File: src/rtl/dram_port_arbiter.sv
// Purpose: shares one single-port synchronous DRAM between four cores; round-robin grant (fixed priority with DRAM_ARB_FIXED_PRIO_EN).
// Latency: ack two cycles after the request is sampled in IDLE for a write, three for a read; one transaction in flight.
// Backpressure: a requester holds i_req_n high until its ack; requests seen outside IDLE simply wait for the next IDLE cycle.
module dram_port_arbiter #(
  parameter int ADDR_W = 16,
  parameter int DATA_W = 8
) (
  input  logic              i_clk,
  input  logic              i_rst,
  input  logic              i_req_1,
  input  logic              i_req_2,
  input  logic              i_req_3,
  input  logic              i_req_4,
  input  logic              i_we_1,
  input  logic              i_we_2,
  input  logic              i_we_3,
  input  logic              i_we_4,
  input  logic [ADDR_W-1:0] i_addr_1,
  input  logic [ADDR_W-1:0] i_addr_2,
  input  logic [ADDR_W-1:0] i_addr_3,
  input  logic [ADDR_W-1:0] i_addr_4,
  input  logic [DATA_W-1:0] i_wdata_1,
  input  logic [DATA_W-1:0] i_wdata_2,
  input  logic [DATA_W-1:0] i_wdata_3,
  input  logic [DATA_W-1:0] i_wdata_4,
  output logic [DATA_W-1:0] o_rdata_1,
  output logic [DATA_W-1:0] o_rdata_2,
  output logic [DATA_W-1:0] o_rdata_3,
  output logic [DATA_W-1:0] o_rdata_4,
  output logic              o_ack_1,
  output logic              o_ack_2,
  output logic              o_ack_3,
  output logic              o_ack_4,
  output logic [ADDR_W-1:0] o_mem_addr,
  output logic [DATA_W-1:0] o_mem_wdata,
  output logic              o_mem_rden,
  output logic              o_mem_wren,
  input  logic [DATA_W-1:0] i_mem_q,
  output logic              o_busy
);

  typedef enum logic [1:0] {
    ST_IDLE  = 2'd0,
    ST_ISSUE = 2'd1,
    ST_WAIT  = 2'd2,
    ST_ACK   = 2'd3
  } state_t;

  state_t state, state_nxt;

  logic [3:0]        req;
  logic [3:0]        we;
  logic [ADDR_W-1:0] addr_a  [4];
  logic [DATA_W-1:0] wdata_a [4];
  logic [DATA_W-1:0] rdata_q [4];
  logic [3:0]        ack_vec;

  logic              gnt_vld;
  logic [1:0]        gnt_idx;
  logic [1:0]        cand;
  logic [1:0]        last_idx;
  logic [1:0]        win_idx;
  logic              lat_we;
  logic [ADDR_W-1:0] mem_addr_q;
  logic [DATA_W-1:0] mem_wdata_q;

  assign req        = {i_req_4, i_req_3, i_req_2, i_req_1};
  assign we         = {i_we_4, i_we_3, i_we_2, i_we_1};
  assign addr_a[0]  = i_addr_1;
  assign addr_a[1]  = i_addr_2;
  assign addr_a[2]  = i_addr_3;
  assign addr_a[3]  = i_addr_4;
  assign wdata_a[0] = i_wdata_1;
  assign wdata_a[1] = i_wdata_2;
  assign wdata_a[2] = i_wdata_3;
  assign wdata_a[3] = i_wdata_4;

  assign o_rdata_1   = rdata_q[0];
  assign o_rdata_2   = rdata_q[1];
  assign o_rdata_3   = rdata_q[2];
  assign o_rdata_4   = rdata_q[3];
  assign o_ack_1     = ack_vec[0];
  assign o_ack_2     = ack_vec[1];
  assign o_ack_3     = ack_vec[2];
  assign o_ack_4     = ack_vec[3];
  assign o_mem_addr  = mem_addr_q;
  assign o_mem_wdata = mem_wdata_q;

`ifdef DRAM_ARB_FIXED_PRIO_EN
  // Fixed-priority pick: scan from port 4 down so port 1 is written last and wins.
  always_comb begin
    gnt_vld = 1'b0;
    gnt_idx = 2'd0;
    cand    = 2'd0;
    for (int i = 3; i >= 0; i--) begin
      cand = 2'(i);
      if (req[cand]) begin
        gnt_vld = 1'b1;
        gnt_idx = cand;
      end
    end
  end
`else
  // Round-robin pick: scan offsets 4..1 from the last grant so offset 1 (next port) wins.
  always_comb begin
    gnt_vld = 1'b0;
    gnt_idx = 2'd0;
    cand    = 2'd0;
    for (int k = 4; k >= 1; k--) begin
      cand = last_idx + 2'(k);
      if (req[cand]) begin
        gnt_vld = 1'b1;
        gnt_idx = cand;
      end
    end
  end
`endif

  // State register; reset wins over everything and aborts an in-flight access.
  always_ff @(posedge i_clk) begin
    if (i_rst) begin
      state <= ST_IDLE;
    end else begin
      state <= state_nxt;
    end
  end

  // Next state and the strobes, acks and busy flag decoded from the current state.
  always_comb begin
    state_nxt  = state;
    o_mem_rden = 1'b0;
    o_mem_wren = 1'b0;
    ack_vec    = 4'b0000;
    o_busy     = 1'b1;
    case (state)
      ST_IDLE: begin
        o_busy = 1'b0;
        if (gnt_vld) begin
          state_nxt = ST_ISSUE;
        end
      end
      ST_ISSUE: begin
        o_mem_rden = ~lat_we;
        o_mem_wren = lat_we;
        state_nxt  = lat_we ? ST_ACK : ST_WAIT;
      end
      ST_WAIT: begin
        state_nxt = ST_ACK;
      end
      ST_ACK: begin
        ack_vec[win_idx] = 1'b1;
        state_nxt        = ST_IDLE;
      end
      default: begin
        state_nxt = ST_IDLE;
      end
    endcase
  end

  // Grant latch, DRAM address/data holding registers and per-port read data capture.
  always_ff @(posedge i_clk) begin
    if (i_rst) begin
      win_idx     <= 2'd0;
      last_idx    <= 2'd3;
      lat_we      <= 1'b0;
      mem_addr_q  <= '0;
      mem_wdata_q <= '0;
      for (int i = 0; i < 4; i++) begin
        rdata_q[i] <= '0;
      end
    end else begin
      if (state == ST_IDLE && gnt_vld) begin
        win_idx     <= gnt_idx;
        last_idx    <= gnt_idx;
        lat_we      <= we[gnt_idx];
        mem_addr_q  <= addr_a[gnt_idx];
        mem_wdata_q <= wdata_a[gnt_idx];
      end
      if (state == ST_WAIT) begin
        rdata_q[win_idx] <= i_mem_q;
      end
    end
  end

endmodule

File: config.mk
export PLATFORM = sky130hd
export DESIGN_NAME = dram_port_arbiter
export DESIGN_NICKNAME = d
export VERILOG_FILES = /design/src/rtl/dram_port_arbiter.sv
export SDC_FILE = /design/constraint.sdc
export NUM_CORES = 1
export LEC_CHECK = 0
export BUFFER_PORTS_ARGS = -buffer_cell sky130_fd_sc_hd__buf_2
export CAP_MARGIN = 20
export CORE_MARGIN = 2
export CORE_UTILIZATION = 44
export DETAILED_ROUTE_END_ITERATION = 7
export GPL_TIMING_DRIVEN = 0
export PLACE_DENSITY = 0.88
export SLEW_MARGIN = 20
export SYNTH_ARGS = -nofsm -noshare
export SYNTH_HDL_FRONTEND = slang
export SYNTH_SLANG_ARGS = --single-unit
File: constraint.sdc
create_clock -name i_clk -period 1.8 [get_ports i_clk]
set_input_delay 0 -clock i_clk [delete_from_list [all_inputs] [get_ports i_clk]]
set_output_delay 0 -clock i_clk [all_outputs]
set_load 0.01 [all_outputs]
# Yosys cells after proc, flatten, opt, wreduce, memory -nomap -nowiden
# Memories as Yosys holds them, arrays and structs flattened.
# Cells that the tools add are included.
# Widths: inputs -> output; s select.
# classes
addsub	3
order_cmp	8
eq_ne	4
muxes	41
bitwise_logic	2
n_reduce_logical	4
# op_table
cell	count
$bmux 16 s2	1
$mux 16	2
$mux 8	3
$mux 1	20
$lt 2x3->1 const B	6
$bmux 8 s2	1
$mux 2	6
$bmux 1 s2	5
$pmux 2 s4	1
$reduce_or 8->1	1
$add 2x2->2 const B	2
$eq 2x2->1 const B	2
$mux 4	1
$ge 3x3->1 const B	1
$not 2->3	1
$add 2x1->2 const B	1
$demux 1 s2	1
$eq 2x1->1 const B	1
$ge 2x1->1 const B	1
$logic_and 1x1->1	2
$logic_not 2->1	1
$ne 2x2->1 const B	1
$not 1->1	1
# word_totals
regBits	31
ram_bits	32
in_bits	114
output_inout_bits	63
elab_cells	69
mem_count	1
# memory_table
memory	words	word_bits	rd	rd_ports_with_merged_regs	write_ports	line_no	text
rdata_q	4	8	4	0	4	55	logic [DATA_W-1:0] rdata_q [4];

# Longest topological paths before layout
# Gate-level depths: netlist of run 1.
# logic_depth
depth_word	10
mapped_depth	8
ltp_nobuf	7

# Worst setup path before layout of run 1
# Ideal clock, no wire load.
# synth_path
kind	reg2reg
start	reg win_idx[1]
end	mem rdata_q[0][0] (enable)
setup_ns	0.375
arrival_ns	1.254
slack_ns	0.171
path_stages_with_launch	4
period_less_slack_ns	1.629
path_cell_list	dfxtp_1 > or2_2 > clkbuf_1 > o21bai_1
# synth_rtl
item	line_no	text
from (decl)	62	logic [1:0] win_idx;
from (signal assigned)	173	win_idx <= gnt_idx;
to (decl)	55	

# Final worst setup path of run 1
# layout_path
start	reg last_idx[0]
end	reg mem_wdata_q[5], in the netlist o_mem_wdata[5]
# layout_between
elab_chain_len	10
word_cells_on_any_way	24
cone_classes	add/sub: 3; mux: 19; bitwise: 1; reduce/logical: 1
# layout_rtl
item	line_no	text
from (decl)	61	logic [1:0] last_idx;
from (signal assigned)	174	last_idx <= gnt_idx;
$add 2x2->2 or $bmux 1 s2 (tied branches)	110, 111	
$bmux 1 s2 or $mux 1 (tied branches)	111	if (req[cand]) begin
$mux 1 (implied by the code) or $mux 2 (tied branches)	111	
$mux 2 (3 in a row)	111	
$not 2->3 (implied by the code)	177	mem_wdata_q <= wdata_a[gnt_idx];
$bmux 8 s2	177	
$mux 8 (implied by the code) (2 in a row)	177	
to (signal assigned)	177	
to (decl)	65	logic [DATA_W-1:0] mem_wdata_q;
# Several ways; a longest one is shown, not always the timed one. The select of a mux whose other input is x is not followed.
# A chain may end at the register's enable or synchronous reset.

==> results.md, run 1 <==
- Synth top area share: 30.71%
- Syn nets: between 300 and 400
- Mapped Area: 3129 um2
- Antenna cells: 0
- Worst setup EP type: flip-flop
- Global-route wire length before repair: 18.73 mm
- Worst skew pair latency: 0.35 ns
- Worst EP required: 2.00 ns
- Clk slew on worst S/H paths: 0.07 ns
- Largest net degree at the start of global routing: 12
- Grt ovf: 0
- Vias in the first global route: 3722
- P_leak: 0.002523 uW
- Clock sinks: 63
- Final slew viol count: 0
- Leading cell type in the layout, fill and taps excluded: buf_2
- Area grow syn2layout: 64.73%
- Ratio of cells with drive above 1 in the final layout: 43.17%
- WHS Endpoint: rdata_q[3][4]$_DFFE_PP_
- Die area: 7802 um2
- Die height: 88.33 um
- Fin worst setup slack: -0.0003992 ns
- Most frequent cells in the layout: 178 x buf_2, 78 x dlygate4sd3_1, 46 x mux2i_1
- Worst-path maximum fanout: 10
- Die X-Extent: 88.33 um
- Placed insts: around 550
- Grt met1 use: 35.87%
- Core area: 6832 um2
- Tmin final: 1.800 ns
- DRC: 0
- Critical Path Max Stage Delay: 0.36 ns
- Clock root cell: clkbuf_8
- CTS tree: built
- RSZ-0062 raised after global routing: true
- Synth Area per Inst: approximately 11 um2
- Fin util: 75.46%
- Slew @ Worst Pin: 0.7285 ns
- Register area share after synthesis: 50.54%
- Max-Cap Viols: 0
- Failing checks: negative setup slack
- Starting density of the core: a little under half
- Cell mode on critical path: buf_6
- Inserted Clock Buffers: 9
- Routed Antenna Nets: 0
- Iter 0 DRT Violations: 250
- Slowest CP cell: dfxtp_2
- Crit start category: flip-flop
- Critical-path cell list: nand2b_1 -> a21oi_1 -> a211oi_2 -> buf_6 -> buf_6 -> mux2i_1 -> o221ai_1
- Worst vdd ir: 0.0006754 V
- Worst hold path depth: 3
- Wire per inst: 20.67 um
- Crit path buf inv count: 2
- CP startpoint: last_idx[0]$_SDFFE_PP1P_
- Filler-free cell count of the finished design: 645
- Area leader, netlist: edfxtp_1
- Total Power: 6234 uW
- Post-synth EDFFs: 32
- Worst reg2reg path startpoint: last_idx[0]$_SDFFE_PP1P_
- Via-to-Cell Ratio: ~5.7
- Top cells by area, synth: edfxtp_1 31%, dfxtp_1 20%, mux2i_1 16%, o221ai_2 4.8%, nand2_1 4.6%
- Hold Crit Class: input pin to flip-flop
- # port buffers: 176
- Crit Path Category: flip-flop to flip-flop
- Initial antenna violation count: 0
- Final setup fails: 1
- Slew HR: 51.33%
- Final GP Congestion: about 0.85
- Cell row count: 30
- Reg2reg path depth: 7
- Synth cell types: 37
- Yosys warnings: 0
- Mapped Cells: between 200 and 300
- Hold Vio Cnt, Final: 0
- Worst path arrival time: about 2.0 ns
- Worst hold start: i_mem_q[4]
- Routed wire length: 13.33 mm
- Routed vias: about 3.7k
- GRT Util Overall: 32.17%
- DP HPWL: 6.832 mm
- Worst reg2reg path endpoint: o_mem_wdata[5]$_SDFFE_PP0P_
- Yosys reg bits: 63
- Grt met2 use: 53.66%
- Pwr Density: 1209 nW/um2
- GR Util met3: 8.675%
- Clock skew: 0.01384 ns
- Worst reg2reg setup slack: -0.0004 ns
- Most Crowded Layer GR: met2
- H-tree levels: 3
- CP top delay family: compound AO/OA/AOI/OAI gates
- Outcome: finished with violations
- Top FF cell, synth: edfxtp_1
- Finished Cell Area: 5155 um2
- Fin nets: 663
- CTS Buffer Depth: 2
- Drt pass-1 iters: 4
- Final Cycle Share: 100.0%
- Async S/R FF share, synth: 0%
- Cell area after placement: just over 4000 um2
- Fmax: 555.4 MHz
- Ports: 177
-- cell usage after synthesis (2+ instances only) --
master,count
mux2i_1,50
nand2_1,38
edfxtp_1,32
nor2_1,32
dfxtp_1,31
o221ai_1,15
inv_1,14
o221ai_2,10
buf_6,8
ha_1,5
nand2b_1,5
a21oi_1,4
clkbuf_1,4
o21bai_1,4
buf_4,3
buf_2,2
o22ai_1,2
-- state kept, by name, indices dropped and copies added, names as in the netlist --
signal and count:
o_mem_wdata 8, state 2, last_idx 2, lat_we 1, o_mem_addr 16, rdata_q 32
win_idx 2
-- cells by family after synthesis --
kind of cell	share of synthesized area (%)
AOI/OAI and AO/OA	12.91
adders and majority gates	1.999
buffers and inverters	6.197
DFF	50.54
muxes	15.99
and+or+nand+nor	12.36
-- metal layers --
layer	wire (um)	vias to the layer above	part of all wire [%]
met5	0	-	0
met1	4428	1626	33
met4	1083	0	8.1
li1	-	1542	-
met3	1542	113	12
met2	6277	378	47
-- worst max path at each step --
stage	to	slack (ns)	depth (start not counted)
after floorplan	rdata_q[0][0]$_SDFFCE_PN0P_	0.17	3
after global placement	rdata_q[0][3]$_SDFFCE_PN0P_	-0.03	3
after detailed placement	rdata_q[0][3]$_SDFFCE_PN0P_	-0.08	3
after CTS	o_mem_addr[1]$_SDFFE_PP0P_	0.03	8
after global routing	o_mem_addr[12]$_SDFFE_PP0P_	-0.05	7
final	o_mem_wdata[5]$_SDFFE_PP0P_	-0.0004	7
-- metrics by stage --
step           worst slack [ns]  hold slack, ns  setup TNS (ns)
3_5_place_dp           -0.07640          0.3158         -0.6095
4_1_cts                 0.02840       0.0006836               0
3_3_place_gp           -0.02776          0.3073         -0.2208
5_1_grt                -0.04546         0.02602         -0.1472
6_report             -0.0003992         0.02346      -0.0003992
2_1_floorplan            0.1714          0.1966               0
-- what timing repair did --
item,in CTS,in global routing
pin swaps,0,0
gates resized for setup,1,15
buffers inserted,0,0
hold buffers,78,0
cloned,0,0
setup endpoints to repair,8,65
hold endpoints to repair,24,0
-- tightest hold or removal path, stage by stage --
cell and delay, ns:
buf_2 0.07, nand2_1 0.10, inv_1 0.08
-- final cells by class --
type	instances	area [um2]
buffer	17	145.1
clock buffer	10	127.6
fill	414	1677
tap	96	120.1
inverter	15	56.30
clock inverter	6	61.31
timing repair buffer	254	1662
sequential	63	1583
multi-input combinational	184	1400
-- power by group --
part           switching (uW)  leakage (uW)  internal [uW]  total [uW]
Sequential                292      0.000587           1920        2210
Combinational            1600       0.00184           1210        2810
Clock                     575     0.0000960            635        1210
(Power assumes the default switching activity.)
==> run 2, diff against run 1 <==
--- a/config.mk
+++ b/config.mk
@@ -8,10 +8,11 @@
 export BUFFER_PORTS_ARGS = -buffer_cell sky130_fd_sc_hd__buf_2
 export CAP_MARGIN = 20
 export CORE_MARGIN = 2
-export CORE_UTILIZATION = 44
+export CORE_UTILIZATION = 46
 export DETAILED_ROUTE_END_ITERATION = 7
+export GPL_ROUTABILITY_DRIVEN = 1
 export GPL_TIMING_DRIVEN = 0
-export PLACE_DENSITY = 0.88
+export PLACE_DENSITY = 0.91
 export SLEW_MARGIN = 20
 export SYNTH_ARGS = -nofsm -noshare
 export SYNTH_HDL_FRONTEND = slang
==> constraint.sdc (replaced) <==
create_clock -name i_clk -period 2.3 [get_ports i_clk]
set_input_delay 0 -clock i_clk [delete_from_list [all_inputs] [get_ports i_clk]]
set_output_delay 0 -clock i_clk [all_outputs]
set_load 0.01 [all_outputs]
==> results.md, run 2 (synthesized netlist as in run 1, its figures left out) <==
- Initial antenna violation count: 2
- Worst reg2reg path endpoint: o_mem_wdata[2]$_SDFFE_PP0P_
- Cell row count: 30
- # fillers: 360
- Routed Antenna Nets: 0
- Worst EP required: 2.49 ns
- Worst vdd ir: 0.0004190 V
- Hold Vio Cnt, Final: 1
- P_leak: 0.002559 uW
- Hold Crit Class: input pin to flip-flop
- Fin nets: 668
- Max FFs per register: 32
- Global-route wire length before repair: 19.09 mm
- Crit path to: o_mem_wdata[2]$_SDFFE_PP0P_
- Tmin final: 2.403 ns
- Ports: about 180
- Wire per inst: 21.56 um
- Failing checks: negative hold slack, negative setup slack
- CP startpoint: last_idx[0]$_SDFFE_PP1P_
- Crit start category: flip-flop
- Final Cycle Share: 104.5%
- Worst reg2reg path startpoint: last_idx[0]$_SDFFE_PP1P_
- GRT Util Overall: 33.78%
- Inserted Clock Buffers: 9
- Core area: 6681 um2
- RSZ-0062 raised after global routing: true
- Worst-path maximum fanout: 10
- Starting density of the core: 46.84%
- DRC: 0
- Area grow syn2layout: 66.69%
- Leading cell type in the layout, fill and taps excluded: buf_2
- Worst reg2reg setup slack: -0.10 ns
- Clk slew on worst S/H paths: 0.07 ns
- H-tree levels: 3
- CTS Buffer Depth: 2
- Clock sinks: 63
- Largest register by flop count: rdata_q
- # port buffers: approximately 180
- Final GP Congestion: 0.8412
- Fmax: 416.1 MHz
- Worst path arrival time: between 2 and 3 ns
- Via-to-Cell Ratio: 5.865
- Final slew viol count: 0
- Die X-Extent: 86.48 um
- Worst skew pair latency: roughly 0.34 ns
- Reg2reg path depth: 8
- CTS tree: built
- Grt ovf: 0
- Slew @ Worst Pin: 0.8008 ns
- Clock root cell: clkbuf_8
- Outcome: finished with violations
- Fin worst setup slack: -0.1031 ns
- Hold Slack: -0.001276 ns
- Routed vias: 3730
- Worst setup EP type: flip-flop
- Largest net degree at the start of global routing: 12
- Drt pass-1 iters: 6
- Crit Path Category: flip-flop to flip-flop
- Slew HR: between 40 and 50%
- Final setup fails: 3
- Max-Cap Viols: 0
- Vias in the first global route: 3756
- Pwr Density: 989.5 nW/um2
- Die area: 7479 um2
- Clock skew: between 0.008 and 0.009 ns
- Die height: 86.48 um
- DP HPWL: ~6.8 mm
- Total Power: around 5200 uW
- Ratio of cells with drive above 1 in the final layout: 42.42%
- Most frequent cells in the layout: 178 x buf_2, 80 x dlygate4sd3_1, 44 x mux2i_1
- Iter 0 DRT Violations: 251
- Routed wire length: between 10 and 15 mm
run 2: cell types whose count changed in the layout (fill, tap and decap cells not counted), sizes merged:
cell,change
buf,+2
diode,+2
dlygate4sd3,+2
clkinv,-1
clkinvlp,+1
dlymetal6s4s,+1
run 2: what timing repair did:
item,in CTS,in global routing
hold buffers,80,1
endpoints found under the hold margin,24,1
endpoints found under the setup margin,0,13
gates resized for setup,0,15
setup buffers,0,2
run 2: layer usage:
metal | up-vias | GRT usage [%] | routed length [um]
met4 | 0 | 21.73 | 1145
met3 | 107 | 8.667 | 1510
li1 | 1549 | - | -
met1 | 1694 | 38.68 | 4764
met5 | - | 0 | 0
met2 | 380 | 55.94 | 6293
run 2: power breakdown:
part | total, uW | switching, uW | internal [uW]
Clock | 970 | 446 | 524
Sequential | 1730 | 227 | 1500
Combinational | 2460 | 1320 | 1140
Total | 5160 | 1990 | 3170
run 2: worst min path at each step:
stage                            start                           to  slack, ns  depth (start not counted)
after floorplan            i_addr_2[9]   o_mem_addr[9]$_SDFFE_PP0P_       0.20                          2
final                      i_addr_3[3]   o_mem_addr[3]$_SDFFE_PP0P_     -0.001                          3
after detailed placement   i_addr_2[9]   o_mem_addr[9]$_SDFFE_PP0P_       0.30                          3
after global placement     i_addr_2[9]   o_mem_addr[9]$_SDFFE_PP0P_       0.30                          3
after CTS                 i_wdata_1[6]  o_mem_wdata[6]$_SDFFE_PP0P_    0.00009                          3
after global routing       i_addr_3[3]   o_mem_addr[3]$_SDFFE_PP0P_      -0.01                          3
run 2: area by class of cell:
type	count	area [um2]	area share [%]
diodes	2	5.005	0.09595
plain buffers	17	158.9	3.046
clock buffers	10	137.6	2.639
clock inverters	6	60.06	1.151
inverters	15	56.30	1.079
multi-input cells	184	1394	26.72
flip-flops and latches	63	1583	30.34
well taps	80	100.1	1.919
repair buffers	259	1722	33.01
run 2: critical path: stages, from the launching register on:
cell	delay, ns
dfxtp_2	0.35
nand2b_1	0.14
a21oi_1	0.09
a211oi_2	0.20
buf_6	0.20
buf_6	0.19
mux2i_1	0.27
dlygate4sd3_1	0.63
o221ai_1	0.18
run 2: per-stage QoR:
stage	cells	TNS [ns]	cell area, um2	utilization (%)	worst slack (ns)
final	636	-0.2231	5216	78.07	-0.1031
after global routing	636	-0.4635	5216	78.07	-0.1479
after CTS	631	0	5109	76.46	0.1474
after detailed placement	535	0	4110	61.52	0.3904
after global placement	535	0	4110	61.52	0.4737
after floorplan	279	0	3129	-	0.6714
==> run 3, diff against run 2 <==
--- a/config.mk
+++ b/config.mk
@@ -8,11 +8,11 @@
 export BUFFER_PORTS_ARGS = -buffer_cell sky130_fd_sc_hd__buf_2
 export CAP_MARGIN = 20
 export CORE_MARGIN = 2
-export CORE_UTILIZATION = 46
+export CORE_UTILIZATION = 44
 export DETAILED_ROUTE_END_ITERATION = 7
 export GPL_ROUTABILITY_DRIVEN = 1
 export GPL_TIMING_DRIVEN = 0
-export PLACE_DENSITY = 0.91
+export PLACE_DENSITY = 0.88
 export SLEW_MARGIN = 20
 export SYNTH_ARGS = -nofsm -noshare
 export SYNTH_HDL_FRONTEND = slang
==> constraint.sdc (replaced) <==
create_clock -name i_clk -period 2.7 [get_ports i_clk]
set_input_delay 0.135 -clock i_clk [delete_from_list [all_inputs] [get_ports i_clk]]
set_output_delay 0.135 -clock i_clk [all_outputs]
set_load 0.01 [all_outputs]
==> results.md, run 3 (synthesized netlist as in run 1, its figures left out) <==
- Outcome: finished, final reports clean
- Clock sinks: 63
- Worst path arrival time: 1.87 ns
- Initial antenna violation count: 0
- Worst reg2reg path startpoint: win_idx[1]$_SDFFE_PP0P_
- Hold Vio Cnt, Final: 0
- Slew @ Worst Pin: 0.7497 ns
- CTS Buffer Depth: 2
- Antenna cells: 0
- Largest net degree at the start of global routing: 12
- CTS tree: built
- GRT Util Overall: about 22%
- Worst reg2reg setup slack: 0.80 ns
- Crit start category: flip-flop
- Setup TNS Final: 0 ns
- Worst skew pair latency: 0.34 ns
- Clock root cell: clkbuf_8
- Inserted Clock Buffers: 9
- CTS resizes: 0
- Fin util: 63.22%
- # fillers: 571
- Global-route wire length before repair: 12.93 mm
- Final setup fails: 0
- Worst-path maximum fanout: 10
- Worst setup EP type: flip-flop
- Leading cell type in the layout, fill and taps excluded: buf_2
- Die height: 88.33 um
- Register Area: 1582 um2
- Worst EP required: between 2 and 3 ns
- DP HPWL: 6.832 mm
- Dpl ws: 0.8236 ns
- Largest register by flop count: rdata_q
- Clock skew: roughly 0.0051 ns
- Hold Crit Class: input pin to flip-flop
- Worst hold start: i_addr_2[9]
- Routed vias: 2875
- Multi-input gate area: ~1400 um2
- Vias in the first global route: 2879
- Starting density of the core: 45.81%
- P_leak: 0.002199 uW
- Most frequent cells in the layout: 178 x buf_2, 50 x mux2i_1, 38 x nand2_1
- Max FFs per register: 32
- Pwr Density: slightly below 900 nW/um2
- Die X-Extent: 88.33 um
- Worst hold path depth: 3
- Via-to-Cell Ratio: 5.071
- CP startpoint: win_idx[1]$_SDFFE_PP0P_
- Grt ovf: 0
- WHS Endpoint: o_mem_addr[9]$_SDFFE_PP0P_
- Area grow syn2layout: 38.02%
- Drt pass-1 iters: 4
- DRC: 0
- Die area: 7802 um2
- Reg2reg path depth: 3
- Ratio of cells with drive above 1 in the final layout: 47.77%
- Clk slew on worst S/H paths: 0.07 ns
- Worst vdd ir: 0.0004389 V
- Final GP Congestion: around 0.85
- Routed Antenna Nets: 0
- Cell row count: 30
- Iter 0 DRT Violations: 117
- Final slew viol count: 0
- Max-Cap Viols: 0
- Slew HR: 49.92%
- Routed wire length: 8.576 mm
- Ports: 177
- Tmin final: roughly 1.9 ns
- Wire per inst: 15.13 um
- Final Cycle Share: 70.33%
- Fmax: ~530 MHz
- RSZ-0062 raised after global routing: false
- # port buffers: 176
- Fin nets: 585
- Fin worst setup slack: 0.8012 ns
- Cts hold-fix bufs: 0
- Post-CTS Setup Inserts: 0
- Core area: 6832 um2
- H-tree levels: 3
- Crit Path Category: flip-flop to flip-flop
- Worst reg2reg path endpoint: rdata_q[0][3]$_SDFFCE_PN0P_
run 3: changes by cell type in the layout (fill, tap and decap cells not counted), moves of 2 or more:
cell | before | now
diode_2 | 2 | 0
mux2i_2 | 4 | 0
buf_12 | 3 | 0
mux2i_4 | 2 | 0
dlygate4sd3_1 | 80 | 0
mux2i_1 | 44 | 50
buf_6 | 5 | 8
run 3: per-stage QoR:
| step | hold WS [ns] | area [um2] | instances | total power [uW] |
|---|---|---|---|---|
| 2_1_floorplan | 0.3316 | 3129 | 279 | 2473 |
| 3_3_place_gp | 0.4423 | 4130 | 551 | 2997 |
| 3_5_place_dp | 0.4402 | 4130 | 551 | 3051 |
| 4_1_cts | 0.08834 | 4319 | 567 | 3828 |
| 5_1_grt | 0.09225 | 4319 | 567 | 4028 |
| 6_report | 0.09741 | 4319 | 567 | 3812 |
run 3: per-layer routing:
metal	wire length [um]	global-route usage [%]
met1	3179	23.89
met2	4407	39.58
met3	713	4.384
met4	276	12.12
met5	0	0
run 3: layout make-up:
class                   count  share of cell area, %
plain buffers              17                  3.187
clock buffers              10                  2.955
clock inverters             6                  1.419
inverters                  15                  1.304
multi-input cells         184                  31.34
flip-flops and latches     63                  36.62
well taps                  96                  2.781
repair buffers            176                  20.39
run 3: how the worst max path moves through the flow:
stage | end | slack, ns | depth (start not counted)
after detailed placement | rdata_q[0][3]$_SDFFCE_PN0P_ | 0.82 | 3
after global placement | rdata_q[0][3]$_SDFFCE_PN0P_ | 0.87 | 3
after global routing | rdata_q[0][0]$_SDFFCE_PN0P_ | 0.70 | 3
after floorplan | rdata_q[0][0]$_SDFFCE_PN0P_ | 1.07 | 3
final | rdata_q[0][3]$_SDFFCE_PN0P_ | 0.80 | 3
after CTS | rdata_q[0][7]$_SDFFCE_PN0P_ | 0.81 | 3
run 3: power by group:
part	total, uW	switching [uW]	leakage [uW]	internal [uW]
Sequential	1430	149	0.000588	1280
Clock	786	363	0.0000960	423
Combinational	1600	900	0.00151	699
Total	3810	1410	0.00220	2400
run 3: critical path: stages (launching register included):
cell and delay, ns:
dfxtp_1 0.35, or2_2 0.30, clkbuf_1 0.22, o21bai_1 0.65
